==> src/rtl/ms_wb_dbg_pkg.sv <==
// rtl/ms_wb_dbg_pkg.sv - shared types and constants for the byte-stream Wishbone debug master
package ms_wb_dbg_pkg;

    typedef enum logic [2:0] {
        IDLE,
        ADDR,
        WDATA,
        BUS,
        RESP
    } state_e;

    localparam logic [7:0] ST_OK      = 8'h00;
    localparam logic [7:0] ST_TMO     = 8'hEE;
    localparam logic [7:0] CMD_WR_DEF = 8'hA5;
    localparam logic [7:0] CMD_RD_DEF = 8'h5A;
    localparam int         IDX_W      = 2;

endpackage

==> src/rtl/ms_wb_dbg_resp_ser.sv <==
// rtl/ms_wb_dbg_resp_ser.sv - load-and-shift response serializer, up to 5 bytes MSB first
module ms_wb_dbg_resp_ser (
    input  logic        clk_i,
    input  logic        rst_i,
    input  logic        load,
    input  logic [2:0]  load_cnt,
    input  logic [39:0] load_data,
    output logic [7:0]  tx_data,
    output logic        tx_valid,
    input  logic        tx_ready,
    output logic        last_xfer
);

    logic [39:0] shift_q, shift_d;
    logic [2:0]  cnt_q, cnt_d;
    logic        valid_q, valid_d;

    always_ff @(posedge clk_i or posedge rst_i) begin
        if (rst_i) begin
            shift_q <= '0;
            cnt_q   <= '0;
            valid_q <= 1'b0;
        end else begin
            shift_q <= shift_d;
            cnt_q   <= cnt_d;
            valid_q <= valid_d;
        end
    end

    always_comb begin
        shift_d = shift_q;
        cnt_d   = cnt_q;
        valid_d = valid_q;
        if (load) begin
            shift_d = load_data;
            cnt_d   = load_cnt;
            valid_d = 1'b1;
        end else if (valid_q && tx_ready) begin
            shift_d = {shift_q[31:0], 8'h00};
            cnt_d   = cnt_q - 3'd1;
            valid_d = (cnt_q != 3'd1);
        end
    end

    assign tx_data   = shift_q[39:32];
    assign tx_valid  = valid_q;
    assign last_xfer = valid_q && tx_ready && (cnt_q == 3'd1);

endmodule

==> src/rtl/ms_wb_dbg_master.sv <==
// rtl/ms_wb_dbg_master.sv - byte-stream command decoder driving single classic Wishbone cycles
module ms_wb_dbg_master
    import ms_wb_dbg_pkg::*;
#(
    parameter int         TIMEOUT = 255,
    parameter logic [7:0] CMD_WR  = CMD_WR_DEF,
    parameter logic [7:0] CMD_RD  = CMD_RD_DEF
) (
    input  logic        clk_i,
    input  logic        rst_i,
    input  logic [7:0]  rx_data,
    input  logic        rx_valid,
    output logic        rx_ready,
    output logic [7:0]  tx_data,
    output logic        tx_valid,
    input  logic        tx_ready,
    output logic        cyc_o,
    output logic        stb_o,
    output logic        we_o,
    output logic [3:0]  sel_o,
    output logic [31:0] adr_o,
    output logic [31:0] dat_o,
    input  logic [31:0] dat_i,
    input  logic        ack_i,
    output logic        busy
);

    localparam int            CW       = (TIMEOUT < 2) ? 1 : $clog2(TIMEOUT + 1);
    localparam logic [CW-1:0] TMO_LAST = CW'(TIMEOUT - 1);

    state_e           state_q, state_d;
    logic             we_q, we_d;
    logic [IDX_W-1:0] idx_q, idx_d;
    logic [31:0]      adr_q, adr_d;
    logic [31:0]      dat_q, dat_d;
    logic [CW-1:0]    tmo_q, tmo_d;

    logic        rx_xfer;
    logic        ser_load;
    logic [2:0]  ser_cnt;
    logic [39:0] ser_data;
    logic        last_xfer;

    always_ff @(posedge clk_i or posedge rst_i) begin
        if (rst_i) begin
            state_q <= IDLE;
            we_q    <= 1'b0;
            idx_q   <= '0;
            adr_q   <= '0;
            dat_q   <= '0;
            tmo_q   <= '0;
        end else begin
            state_q <= state_d;
            we_q    <= we_d;
            idx_q   <= idx_d;
            adr_q   <= adr_d;
            dat_q   <= dat_d;
            tmo_q   <= tmo_d;
        end
    end

    assign rx_ready = (state_q == IDLE) || (state_q == ADDR) || (state_q == WDATA);
    assign rx_xfer  = rx_valid && rx_ready;

    always_comb begin
        state_d  = state_q;
        we_d     = we_q;
        idx_d    = idx_q;
        adr_d    = adr_q;
        dat_d    = dat_q;
        tmo_d    = tmo_q;
        ser_load = 1'b0;
        ser_cnt  = we_q ? 3'd1 : 3'd5;
        ser_data = {ST_OK, 32'h0};
        case (state_q)
            IDLE: begin
                if (rx_xfer && (rx_data == CMD_WR || rx_data == CMD_RD)) begin
                    we_d    = (rx_data == CMD_WR);
                    idx_d   = '0;
                    state_d = ADDR;
                end
            end
            ADDR: begin
                if (rx_xfer) begin
                    adr_d = {adr_q[23:0], rx_data};
                    idx_d = idx_q + 2'd1;
                    tmo_d = '0;
                    if (idx_q == 2'd3) begin
                        state_d = we_q ? WDATA : BUS;
                    end
                end
            end
            WDATA: begin
                if (rx_xfer) begin
                    dat_d = {dat_q[23:0], rx_data};
                    idx_d = idx_q + 2'd1;
                    tmo_d = '0;
                    if (idx_q == 2'd3) begin
                        state_d = BUS;
                    end
                end
            end
            BUS: begin
                tmo_d = tmo_q + CW'(1);
                // ack wins over a simultaneous timeout expiry
                if (ack_i) begin
                    ser_load = 1'b1;
                    ser_data = {ST_OK, (we_q ? 32'h0 : dat_i)};
                    state_d  = RESP;
                end else if (tmo_q == TMO_LAST) begin
                    ser_load = 1'b1;
                    ser_data = {ST_TMO, 32'h0};
                    state_d  = RESP;
                end
            end
            RESP: begin
                if (last_xfer) begin
                    state_d = IDLE;
                end
            end
            default: state_d = IDLE;
        endcase
    end

    assign cyc_o = (state_q == BUS);
    assign stb_o = cyc_o;
    assign we_o  = cyc_o && we_q;
    assign sel_o = cyc_o ? 4'hF : 4'h0;
    assign adr_o = adr_q;
    assign dat_o = dat_q;
    assign busy  = (state_q != IDLE);

    ms_wb_dbg_resp_ser u_resp_ser (
        .clk_i     (clk_i),
        .rst_i     (rst_i),
        .load      (ser_load),
        .load_cnt  (ser_cnt),
        .load_data (ser_data),
        .tx_data   (tx_data),
        .tx_valid  (tx_valid),
        .tx_ready  (tx_ready),
        .last_xfer (last_xfer)
    );

endmodule

==> config.mk <==
export PLATFORM = sky130hd
export DESIGN_NAME = ms_wb_dbg_master
export DESIGN_NICKNAME = d
export VERILOG_FILES = /design/src/rtl/ms_wb_dbg_pkg.sv /design/src/rtl/ms_wb_dbg_resp_ser.sv /design/src/rtl/ms_wb_dbg_master.sv
export SDC_FILE = /design/constraint.sdc
export NUM_CORES = 1
export LEC_CHECK = 0
export ABC_CLOCK_PERIOD_IN_PS = 5800
export BUFFER_PORTS_ARGS = -buffer_cell sky130_fd_sc_hd__buf_4
export CAP_MARGIN = 20
export CORE_ASPECT_RATIO = 1.4
export CORE_MARGIN = 5
export CORE_UTILIZATION = 58
export CTS_CLUSTER_SIZE = 28
export DETAILED_ROUTE_END_ITERATION = 6
export GPL_ROUTABILITY_DRIVEN = 1
export GPL_TIMING_DRIVEN = 0
export PLACE_DENSITY_LB_ADDON = 0.2
export RECOVER_POWER = 50
export SETUP_SLACK_MARGIN = 0.4
export SYNTH_ARGS = -nofsm -noshare
export SYNTH_HDL_FRONTEND = slang
export SYNTH_SLANG_ARGS = --single-unit
==> constraint.sdc <==
create_clock -name clk_i -period 5.8 [get_ports clk_i]
set_input_delay 0.58 -clock clk_i [delete_from_list [all_inputs] [get_ports clk_i]]
set_output_delay 0.58 -clock clk_i [all_outputs]
set_load 0.005 [all_outputs]
# Yosys cells after proc, flatten, opt, wreduce, memory -nomap -nowiden
# Cells that the tools add are included.
# word_totals
ff_bits	122
in_bits	45
out_inout_bits	82
elab_cells	80
# classes
n_addsub	3
eq_ne	18
muxes	30
reduce_logical	20
# ops
op	count
$mux 40	5
$mux 3	11
$mux 32	1
$eq 8x8->1 const B	2
$pmux 8 s2	1
$pmux 3 s5	1
$add 8x1->8 const B	1
$eq 8x7->1 const B	1
$mux 8	1
$ne 2x1->1 const B	4
$reduce_and 2->1	4
$reduce_and 7->1	1
$eq 3x1->1 const B	2
$eq 3x2->1 const B	2
$mux 1	6
$ne 2x2->1 const B	3
$ne 3x1->1 const B	2
$reduce_bool 2->1	3
$logic_and 1x1->1	5
$mux 2	2
$mux 4	1
$pmux 2 s2	1
$eq 3x3->1 const B	1
$logic_not 3->1	1
7 further kinds	9

# Depth between registers and ports, before layout
# Gate-level depths: netlist (run 1).
# depth
depth_word	7
depth_mapped	7
mapped_depth_nobuf	6

# Cells and area by module
# A second synthesis (run 1) with hierarchy kept.
# unflattened
hier_cells	486
area_unflattened_um2	5610.4
# by_module_without_submodules
mod	instances	cells_each	area_per_inst_um2
ms_wb_dbg_master	1	281	3533.4
ms_wb_dbg_resp_ser	1	205	2077.0

# Worst setup path after synthesis (run 1)
# OpenSTA, ideal clock, no wires.
# synth_path
path_type	register -> output
startpoint	register state_q[2]
endpoint	output we_o
arrival_ns	1.166
required_time_ns	5.220
setup_slack_ns	4.054
path_stages_with_launch	6
path_buffers	2
path_cell_list	dfrtp_1 > buf_2 > nand3b_4 > inv_1 > buf_2 > and2_1
# synth_via
elab_chain_cells	2
# synth_lines
item	line	source
from (decl)	ms_wb_dbg_master.sv:31	state_e state_q, state_d;
from (signal assigned)	ms_wb_dbg_master.sv:53	state_q <= state_d;
$eq 3x2->1	ms_wb_dbg_master.sv:125	assign cyc_o = (state_q == BUS);
net cyc_o	ms_wb_dbg_master.sv:17	output logic cyc_o,
$logic_and 1x1->1	ms_wb_dbg_master.sv:127	assign we_o = cyc_o && we_q;
to (decl)	ms_wb_dbg_master.sv:19	output logic we_o,
# The timed path passes the listed nets, and every way through them passes these cells.

# Worst setup path after layout (run 1)
# layout_path
startpoint	register state_q[1]
endpoint	output we_o
# layout_via
elab_chain_cells	2
# layout_lines
item	line
$eq 3x2->1	ms_wb_dbg_master.sv:125
$logic_and 1x1->1	ms_wb_dbg_master.sv:127
# Every way passes these cells.

==> metrics.txt, run 1 <==
# TYPE chip_impl_metric gauge
chip_impl_metric{name="cellLeakagePower",unit="nW"} 3.28
chip_impl_metric{name="route.antenna.remaining_nets",unit=""} 0
chip_impl_info{name="top_signal_layer_used",value="met4"} 1
chip_impl_info{name="run_status",value="finished with violations"} 1
chip_impl_metric{name="instances_no_fill",unit=""} 683
chip_impl_metric{name="slew_at_the_pin_with_the_worst_max_slew_slack",unit="ps"} 2790
chip_impl_metric{name="crit_path_max_fanout",unit=""} 15
chip_impl_metric{name="synth_warnings",unit=""} 0
chip_impl_metric{name="netlist_instances",unit=""} 417
chip_impl_metric{name="yosys.area_share.simple",unit="%"} 7.82
chip_impl_metric{name="post_drt_via_cell_ratio",unit=""} 5.61
chip_impl_metric{name="fin_tns_setup",unit="ps"} 0
chip_impl_metric{name="met3_length",unit="microns"} 814
chip_impl_metric{name="largest_net_degree_at_the_start_of_global_routing",unit=""} 66
chip_impl_metric{name="min_period_over_period",unit="%"} 45.6
chip_impl_info{name="unrepaired_setup_endpoints_after_global_routing",value="false"} 1
chip_impl_metric{name="core_util_final",unit="%"} 77.4
chip_impl_metric{name="cts_setup_buffers",unit=""} 0
chip_impl_metric{name="yosysSeqAreaShare",unit="%"} 57.5
chip_impl_metric{name="slew_headroom",unit="%"} -87.1
chip_impl_metric{name="detailed_placement_wirelength_estimate",unit="mm"} 8.97
chip_impl_metric{name="final.setup_skew",unit="ps"} 9.66
chip_impl_metric{name="dieWidth",unit="microns"} 90.9
chip_impl_metric{name="logic_depth_of_the_worst_register_to_register_path",unit=""} 6
chip_impl_metric{name="syn-num-nets",unit=""} 467
chip_impl_metric{name="globalRouteTotalUtil",unit="%"} 24.1
chip_impl_metric{name="number_of_global_route_vias_before_repair",unit=""} 4129
chip_impl_info{name="synth_top_area_cell",value="sky130_fd_sc_hd__dfrtp_1"} 1
chip_impl_metric{name="cts_buffer_depth",unit=""} 2
chip_impl_metric{name="finish.net_count",unit=""} 613
chip_impl_metric{name="portBuffers",unit=""} 126
chip_impl_metric{name="met1Wirelength",unit="mm"} 4.87
chip_impl_metric{name="insertion_delay",unit="ps"} 420
chip_impl_metric{name="worst_hold_path.num_cells",unit=""} 2
chip_impl_metric{name="clock-sinks",unit=""} 122
chip_impl_metric{name="powerDensity",unit="mW/mm^2"} 540
chip_impl_metric{name="totalWireLength",unit="mm"} 12.6
chip_impl_info{name="min_to",value="u_resp_ser.shift_q[5]"} 1
chip_impl_info{name="violations_in_the_final_reports",value="max-capacitance violations, max-slew violations"} 1
chip_impl_metric{name="detail_route.first_pass.iterations",unit=""} 4
chip_impl_metric{name="fin_max_slew_vios",unit=""} 65
chip_impl_metric{name="clock.fmax",unit="MHz"} 378
chip_impl_metric{name="drive_gt1_share",unit="%"} 44.1
chip_impl_info{name="hp-start",value="dat_i[5]"} 1
chip_impl_metric{name="largest_incremental_delay_on_the_critical_path",unit="ps"} 480
chip_impl_info{name="cp_cell_sequence",value="clkbuf_1 > nand3b_4 > inv_1 > buf_2 > and2_1 > buf_4"} 1
chip_impl_metric{name="finalHoldViolations",unit=""} 0
chip_impl_info{name="cts_tree",value="yes"} 1
chip_impl_metric{name="dr_total_vias",unit=""} 3832
chip_impl_metric{name="setup_viol_count_final",unit=""} 0
chip_impl_metric{name="synth.distinct_cells",unit=""} 45
chip_impl_metric{name="std_cell_rows",unit=""} 41
chip_impl_metric{name="avgSynthCellArea",unit="sq um"} 12.7
chip_impl_info{name="synth_top_cells_by_area",value="sky130_fd_sc_hd__dfrtp_1 (58%), sky130_fd_sc_hd__mux2_2 (12%), sky130_fd_sc_hd__a2bb2oi_1 (4.0%)"} 1
chip_impl_metric{name="detailedRoute.firstIterationViolations",unit=""} 186
chip_impl_metric{name="synthArstFlopShare",unit="%"} 100
chip_impl_metric{name="postCtsResizedCells",unit=""} 0
chip_impl_metric{name="synth-compound-area-share",unit="%"} 13.5
chip_impl_metric{name="period_minus_slack",unit="ps"} 2650
chip_impl_metric{name="cap_viol_max_count",unit=""} 1
chip_impl_metric{name="area_share_of_fa_ha_maj_cells_after_synthesis",unit="%"} 1.18
chip_impl_metric{name="area_growth",unit="%"} 31.0
chip_impl_info{name="cts-root-buf",value="sky130_fd_sc_hd__clkbuf_16"} 1
chip_impl_info{name="main_combinational_cell_family_by_area_after_synthesis",value="multiplexers"} 1
chip_impl_metric{name="tritoncts.num_buffers",unit=""} 17
chip_impl_metric{name="critical_path_required",unit="ps"} 5220
chip_impl_info{name="setup.worst_path.class",value="register to primary output"} 1
chip_impl_info{name="critical_path.endpoint_type",value="primary output"} 1
chip_impl_metric{name="grt_first_pass_wirelength",unit="mm"} 21.4
chip_impl_info{name="synth_flop_cell",value="sky130_fd_sc_hd__dfrtp_1"} 1
chip_impl_metric{name="post_synth_mux_area_share",unit="%"} 14.2
chip_impl_metric{name="die_footprint",unit="sq mm"} 0.0112
chip_impl_metric{name="cts_hold_repair.buffers",unit=""} 0
chip_impl_metric{name="n_antenna_cell",unit=""} 0
chip_impl_metric{name="synth_top_area_share",unit="%"} 57.5
chip_impl_metric{name="detailed_route_wire_length_per_cell",unit="microns"} 18.4
chip_impl_info{name="r2r-end",value="u_resp_ser.shift_q[26]"} 1
chip_impl_metric{name="placeableCoreArea",unit="sq mm"} 0.00898
chip_impl_metric{name="power_after_layout",unit="mW"} 3.75
chip_impl_metric{name="dr_wl_met2",unit="mm"} 6.70
chip_impl_info{name="synth.top_cells.by_count",value="sky130_fd_sc_hd__dfrtp_1 (122), sky130_fd_sc_hd__mux2_2 (58), sky130_fd_sc_hd__nand2_1 (40)"} 1
chip_impl_metric{name="boundaryPins",unit=""} 127
chip_impl_metric{name="global_route_overflow",unit=""} 0
chip_impl_info{name="post-synth-top-count-cell",value="sky130_fd_sc_hd__dfrtp_1"} 1
chip_impl_metric{name="finish.instance_area",unit="sq mm"} 0.00695
chip_impl_metric{name="critPathArrivalTime",unit="ps"} 2070
chip_impl_metric{name="clock_tree.htree_level_count",unit=""} 4
chip_impl_metric{name="synth_enable_flop_cells",unit=""} 0
chip_impl_info{name="crit_path_start_kind",value="register"} 1
chip_impl_metric{name="placedInstanceArea",unit="sq mm"} 0.00642
chip_impl_info{name="crit_slowest_cell",value="sky130_fd_sc_hd__clkbuf_1"} 1
chip_impl_metric{name="ir_drop",unit="uV"} 386
chip_impl_metric{name="timing.reg2reg.setup_slack",unit="ps"} 3700
chip_impl_metric{name="clk_transition_reported_paths",unit="ps"} 50
chip_impl_metric{name="synth_area",unit="sq mm"} 0.00531
chip_impl_info{name="worstReg2RegStart",value="state_q[1]"} 1
chip_impl_metric{name="postSynthRegisterBits",unit=""} 122
chip_impl_metric{name="gp_congestion",unit=""} 0.834
chip_impl_info{name="min_path_type",value="primary input to register"} 1
chip_impl_metric{name="drc",unit=""} 0
chip_impl_metric{name="die_height",unit="microns"} 123
chip_impl_metric{name="grt_antenna_before_repair",unit=""} 0
chip_impl_metric{name="cell_count_post_placement",unit=""} 651
chip_impl_metric{name="starting_density_of_the_core",unit="%"} 59.1
chip_impl_metric{name="yosys.area_share.xor_xnor",unit="%"} 0.660
[layer usage]
metal | up-vias | GRT usage (%)
met2 | 102 | 42.6
met5 | - | 0
met3 | 20 | 8.40
li1 | 1816 | -
met4 | 0 | 8.17
met1 | 1894 | 27.2
[placed cells by master, fill, tap and decap left out, types with 5 or more instances in the layout]
cell and n:
sky130_fd_sc_hd__dfrtp_1 122, sky130_fd_sc_hd__clkbuf_1 16, sky130_fd_sc_hd__inv_1 7, sky130_fd_sc_hd__inv_6 5, sky130_fd_sc_hd__a2bb2oi_1 24, sky130_fd_sc_hd__a21oi_1 10
sky130_fd_sc_hd__a22o_1 8, sky130_fd_sc_hd__ha_1 5, sky130_fd_sc_hd__buf_4 104, sky130_fd_sc_hd__o22ai_1 25, sky130_fd_sc_hd__mux2_1 7, sky130_fd_sc_hd__nor2_1 8
sky130_fd_sc_hd__o21ai_0 12, sky130_fd_sc_hd__clkinvlp_4 5, sky130_fd_sc_hd__mux2_2 58, sky130_fd_sc_hd__buf_2 11, sky130_fd_sc_hd__nand2_1 40, sky130_fd_sc_hd__clkbuf_16 17
sky130_fd_sc_hd__clkbuf_4 33
[registers in the layout, indices dropped and copies added, names as in the netlist]
| signal | count |
|---|---|
| adr_o | 32 |
| u_resp_ser.tx_valid | 1 |
| u_resp_ser.cnt_q | 3 |
| we_q | 1 |
| state_q | 3 |
| dat_o | 32 |
| idx_q | 2 |
| u_resp_ser.shift_q | 40 |
| tmo_q | 8 |
[critical path: cells and delay by family (launching register included)]
kind	cells	cell delay [ps]
buffers and inverters	4	950
and+or+nand+nor	2	360
DFF	1	350
[stage by stage]
stage | hold WS, ps | setup slack, ps
6_report | 390 | 3150
5_1_grt | 387 | 2980
4_1_cts | 258 | 3390
3_5_place_dp | 470 | 3660
3_3_place_gp | 459 | 705
2_1_floorplan | 446 | 1980
[how the worst max path moves through the flow]
stage,from,end,slack (ps),cells after the start
2_1_floorplan,rst_i,adr_o[0],1980,1
5_1_grt,state_q[1],we_o,2980,6
3_3_place_gp,rst_i,adr_o[24],710,2
6_report,state_q[1],we_o,3150,6
4_1_cts,state_q[2],we_o,3390,6
3_5_place_dp,rx_valid,dat_o[15],3660,6
[area by class of cell]
cell class,count,area [sq um]
Clock buffer,18,429
Fill cell,602,2020
Tap cell,107,134
Timing Repair Buffer,127,943
Sequential cell,122,3050
Clock inverter,14,138
Inverter,9,35.0
Multi-Input combinational cell,247,1980
Buffer,39,239
[cells by family after synthesis]
family,after synthesis
AOI/OAI and AO/OA,95
xor gates and xnor gates,4
and+or+nand+nor,76
buffers and inverters,48
DFF,122
adders and majority gates,5
muxes,67
[power breakdown]
| part | internal, mW | leakage (nW) | switching (mW) |
|---|---|---|---|
| logic | 0.761 | 1.51 | 0.530 |
| registers | 1.21 | 1.51 | 0.244 |
| clock network | 0.596 | 0.261 | 0.408 |
| total | 2.57 | 3.28 | 1.18 |
Power figures use the tool's default switching activity.
==> inputs of run 2 (changes only) <==
--- a/config.mk
+++ b/config.mk
@@ -5,12 +5,13 @@
 export SDC_FILE = /design/constraint.sdc
 export NUM_CORES = 1
 export LEC_CHECK = 0
-export ABC_CLOCK_PERIOD_IN_PS = 5800
+export ABC_AREA = 1
+export ABC_CLOCK_PERIOD_IN_PS = 2150
 export BUFFER_PORTS_ARGS = -buffer_cell sky130_fd_sc_hd__buf_4
 export CAP_MARGIN = 20
 export CORE_ASPECT_RATIO = 1.4
 export CORE_MARGIN = 5
-export CORE_UTILIZATION = 58
+export CORE_UTILIZATION = 49
 export CTS_CLUSTER_SIZE = 28
 export DETAILED_ROUTE_END_ITERATION = 6
 export GPL_ROUTABILITY_DRIVEN = 1
==> constraint.sdc (replaced) <==
create_clock -name clk_i -period 2.15 [get_ports clk_i]
set_input_delay 0.215 -clock clk_i [delete_from_list [all_inputs] [get_ports clk_i]]
set_output_delay 0.215 -clock clk_i [all_outputs]
set_load 0.005 [all_outputs]
==> metrics.txt, run 2 <==
# TYPE chip_impl_metric gauge
chip_impl_metric{name="crit_path_max_fanout",unit=""} 12
chip_impl_metric{name="clk_transition_reported_paths",unit="ps"} 60
chip_impl_info{name="critPathLaunch",value="state_q[1]"} 1
chip_impl_metric{name="dieWidth",unit="microns"} 100
chip_impl_metric{name="final.setup_skew",unit="ps"} 9.45
chip_impl_metric{name="number_of_global_route_vias_before_repair",unit=""} 4832
chip_impl_info{name="synth.top_cells.by_count",value="sky130_fd_sc_hd__nand2_1 (148), sky130_fd_sc_hd__dfrtp_1 (122), sky130_fd_sc_hd__inv_1 (62)"} 1
chip_impl_metric{name="synth.distinct_cells",unit=""} 26
chip_impl_info{name="cts-root-buf",value="sky130_fd_sc_hd__clkbuf_16"} 1
chip_impl_metric{name="power_after_layout",unit="mW"} 10.8
chip_impl_metric{name="min_period_over_period",unit="%"} 80.5
chip_impl_metric{name="yosysSeqAreaShare",unit="%"} 55.0
chip_impl_metric{name="synth_top_area_share",unit="%"} 55.0
chip_impl_metric{name="period_minus_slack",unit="ps"} 1730
chip_impl_metric{name="cell_count_post_placement",unit=""} 885
chip_impl_metric{name="grt_first_pass_wirelength",unit="mm"} 22.9
chip_impl_metric{name="cap_viol_max_count",unit=""} 0
chip_impl_metric{name="number_of_buffers_and_inverters_on_the_critical_path",unit=""} 2
chip_impl_metric{name="finish.net_count",unit=""} 822
chip_impl_info{name="regMostFlops",value="u_resp_ser.shift_q"} 1
chip_impl_metric{name="met3_length",unit="microns"} 767
chip_impl_metric{name="clock.fmax",unit="MHz"} 578
chip_impl_info{name="synth_top_area_cell",value="sky130_fd_sc_hd__dfrtp_1"} 1
chip_impl_info{name="most-common-layout-cells",value="sky130_fd_sc_hd__nand2_1 (146), sky130_fd_sc_hd__dfrtp_1 (122), sky130_fd_sc_hd__buf_4 (83), sky130_fd_sc_hd__inv_1 (60), sky130_fd_sc_hd__nor2_1 (56)"} 1
chip_impl_metric{name="dr_wl_met2",unit="mm"} 7.06
chip_impl_metric{name="postSynthRegisterBits",unit=""} 122
chip_impl_info{name="run_status",value="finished clean"} 1
chip_impl_metric{name="insertion_delay",unit="ps"} 410
chip_impl_metric{name="synthArstFlopShare",unit="%"} 100
chip_impl_metric{name="global_route_overflow",unit=""} 0
chip_impl_metric{name="instances_no_fill",unit=""} 928
chip_impl_metric{name="area_growth",unit="%"} 33.0
chip_impl_metric{name="met1Wirelength",unit="mm"} 5.14
chip_impl_metric{name="detailed_route_wire_length_per_cell",unit="microns"} 14.4
chip_impl_metric{name="post_drt_via_cell_ratio",unit=""} 4.97
chip_impl_info{name="critical_path.endpoint_type",value="primary output"} 1
chip_impl_metric{name="cellLeakagePower",unit="nW"} 3.77
chip_impl_metric{name="synth_warnings",unit=""} 0
chip_impl_info{name="unrepaired_setup_endpoints_after_global_routing",value="true"} 1
chip_impl_info{name="post-synth-top-count-cell",value="sky130_fd_sc_hd__nand2_1"} 1
chip_impl_metric{name="largest_net_degree_at_the_start_of_global_routing",unit=""} 44
chip_impl_metric{name="slew_headroom",unit="%"} 48.7
chip_impl_metric{name="clock_tree.htree_level_count",unit=""} 4
chip_impl_metric{name="die_footprint",unit="sq mm"} 0.0136
chip_impl_metric{name="portBuffers",unit=""} 126
chip_impl_info{name="worstReg2RegStart",value="state_q[1]"} 1
chip_impl_metric{name="synth_enable_flop_cells",unit=""} 0
chip_impl_metric{name="avgSynthCellArea",unit="sq um"} 9.05
chip_impl_info{name="crit_slowest_cell",value="sky130_fd_sc_hd__dfrtp_1"} 1
chip_impl_metric{name="syn-num-nets",unit=""} 663
chip_impl_info{name="cts_tree",value="yes"} 1
chip_impl_metric{name="fin_max_slew_vios",unit=""} 0
chip_impl_metric{name="drive_gt1_share",unit="%"} 31.8
chip_impl_metric{name="ir_drop",unit="uV"} 897
chip_impl_metric{name="route.antenna.remaining_nets",unit=""} 0
chip_impl_info{name="min_path_type",value="primary input to register"} 1
chip_impl_info{name="crit_top_cell",value="sky130_fd_sc_hd__buf_4"} 1
chip_impl_metric{name="netlist_instances",unit=""} 613
chip_impl_metric{name="clock-sinks",unit=""} 122
chip_impl_metric{name="cts_buffer_depth",unit=""} 2
chip_impl_metric{name="totalWireLength",unit="mm"} 13.4
chip_impl_metric{name="tritoncts.num_buffers",unit=""} 17
chip_impl_metric{name="globalRouteTotalUtil",unit="%"} 21.1
chip_impl_metric{name="largest_incremental_delay_on_the_critical_path",unit="ps"} 460
chip_impl_info{name="cp_cell_sequence",value="nand2_2 > nor2_8 > buf_4 > buf_4"} 1
chip_impl_metric{name="detailed_placement_wirelength_estimate",unit="mm"} 9.87
chip_impl_metric{name="std_cell_rows",unit=""} 46
chip_impl_metric{name="powerDensity",unit="mW/mm^2"} 1470
chip_impl_info{name="synth_flop_cell",value="sky130_fd_sc_hd__dfrtp_1"} 1
chip_impl_metric{name="dr_total_vias",unit=""} 4613
chip_impl_metric{name="setup_viol_count_final",unit=""} 0
chip_impl_metric{name="slew_at_the_pin_with_the_worst_max_slew_slack",unit="ps"} 765
chip_impl_metric{name="boundaryPins",unit=""} 127
chip_impl_metric{name="finalHoldViolations",unit=""} 0
chip_impl_info{name="layout.cells.most_common",value="sky130_fd_sc_hd__nand2_1"} 1
chip_impl_metric{name="synth_area",unit="sq mm"} 0.00555
chip_impl_metric{name="critPathArrivalTime",unit="ps"} 1510
chip_impl_metric{name="starting_density_of_the_core",unit="%"} 49.5
chip_impl_metric{name="grt_antenna_before_repair",unit=""} 0
chip_impl_info{name="timing.critical_path.max_delay_family",value="flip-flops"} 1
chip_impl_metric{name="die_height",unit="microns"} 136
chip_impl_metric{name="critical_path_required",unit="ps"} 1930
chip_impl_metric{name="placeableCoreArea",unit="sq mm"} 0.0112
chip_impl_info{name="crit_path_start_kind",value="register"} 1
chip_impl_metric{name="n_antenna_cell",unit=""} 0
chip_impl_info{name="setup.worst_path.class",value="register to primary output"} 1
chip_impl_metric{name="max_reg_flops",unit=""} 40
chip_impl_metric{name="drc",unit=""} 0
chip_impl_info{name="hp-start",value="dat_i[3]"} 1
chip_impl_metric{name="gp_congestion",unit=""} 0.859
chip_impl_info{name="synth_top_cells_by_area",value="sky130_fd_sc_hd__dfrtp_1 (55%), sky130_fd_sc_hd__nand2_1 (10%), sky130_fd_sc_hd__inv_1 (4.2%)"} 1
chip_impl_metric{name="detail_route.first_pass.iterations",unit=""} 6
chip_impl_metric{name="detailedRoute.firstIterationViolations",unit=""} 191
chip_impl_info{name="top_signal_layer_used",value="met4"} 1
-- run 2: cell count changes after synthesis, sizes merged, moves of 6 or more --
| cell | previous run | this run |
|---|---|---|
| o22ai | 25 | 1 |
| o221a | 6 | 0 |
| nor2 | 10 | 59 |
| a21oi | 10 | 23 |
| nand3 | 4 | 18 |
| inv | 9 | 77 |
| nand2 | 40 | 152 |
| a22o | 8 | 0 |
| mux2 | 65 | 16 |
| a2bb2oi | 24 | 0 |
| o21ai | 14 | 92 |
-- run 2: metal layers --
metal / up-vias / track usage [%]
li1: 2253 / -
met1: 2195 / 24.4
met2: 134 / 35.8
met3: 31 / 5.80
met4: 0 / 10.7
met5: - / 0
-- run 2: final timing paths --
check	endpoint	slack (ps)	cells after the start
worst min-delay path	u_resp_ser.shift_q[3]	10	3
worst max-delay path	sel_o[3]	420	4
worst max register to register	u_resp_ser.shift_q[27]	480	9
min in group asynchronous	dat_o[31]	480	3
max in group asynchronous	adr_o[25]	470	5
worst min register to register	u_resp_ser.shift_q[1]	470	2
-- run 2: kinds of logic after synthesis --
| family | synth area share, % |
|---|---|
| adders and majority gates | 1.13 |
| xor gates and xnor gates | 0.316 |
| AOI/OAI and AO/OA | 12.4 |
| DFF | 55.0 |
| and+or+nand+nor | 18.1 |
| muxes | 3.25 |
| buffers and inverters | 9.78 |
-- run 2: where the power goes --
group | leakage (nW) | switching, mW | total (mW) | internal (mW)
Clock | 0.277 | 1.07 | 2.89 | 1.82
Sequential | 1.49 | 0.682 | 3.97 | 3.29
Combinational | 2.00 | 2.04 | 3.97 | 1.92
-- run 2: area by class of cell --
type | instances | area [sq um]
fillers | 950 | 3840
flip-flops and latches | 122 | 3050
multi-input cells | 377 | 1970
repair buffers | 140 | 1020
clock buffers | 17 | 425
inverters | 77 | 290
plain buffers | 37 | 263
well taps | 144 | 180
clock inverters | 14 | 176
-- run 2: what timing repair did --
| action | CTS | global route |
|---|---|---|
| hold endpoints to repair | 3 | 15 |
| resized for setup | 2 | 13 |
| pin swaps | 0 | 3 |
| setup buffers | 0 | 7 |
| endpoints found under the setup margin | 19 | 65 |
| hold buffers | 3 | 1 |
-- run 2: worst register-to-register path, cell delays in order, from the launching register on --
cell	delay (ps)
sky130_fd_sc_hd__dfrtp_1	460
sky130_fd_sc_hd__nand2_2	130
sky130_fd_sc_hd__nor2_8	260
sky130_fd_sc_hd__nand2_8	130
sky130_fd_sc_hd__nor2_8	170
sky130_fd_sc_hd__buf_6	160
sky130_fd_sc_hd__nand2_1	60
sky130_fd_sc_hd__o21ai_1	90
sky130_fd_sc_hd__o21ai_1	90
sky130_fd_sc_hd__inv_1	60
-- run 2: stage by stage --
step | hold WS (ps) | setup slack [ps] | cell area (sq um) | TNS (ps) | util (%)
2_1_floorplan | 332 | 438 | 5550 | 0 | -
3_3_place_gp | 420 | -281 | 6680 | -33510 | 59.5
3_5_place_dp | 422 | 377 | 6720 | 0 | 59.9
4_1_cts | 0.799 | 402 | 7360 | 0 | 65.6
5_1_grt | 4.40 | 216 | 7380 | 0 | 65.8
6_report | 11.2 | 420 | 7380 | 0 | 65.8
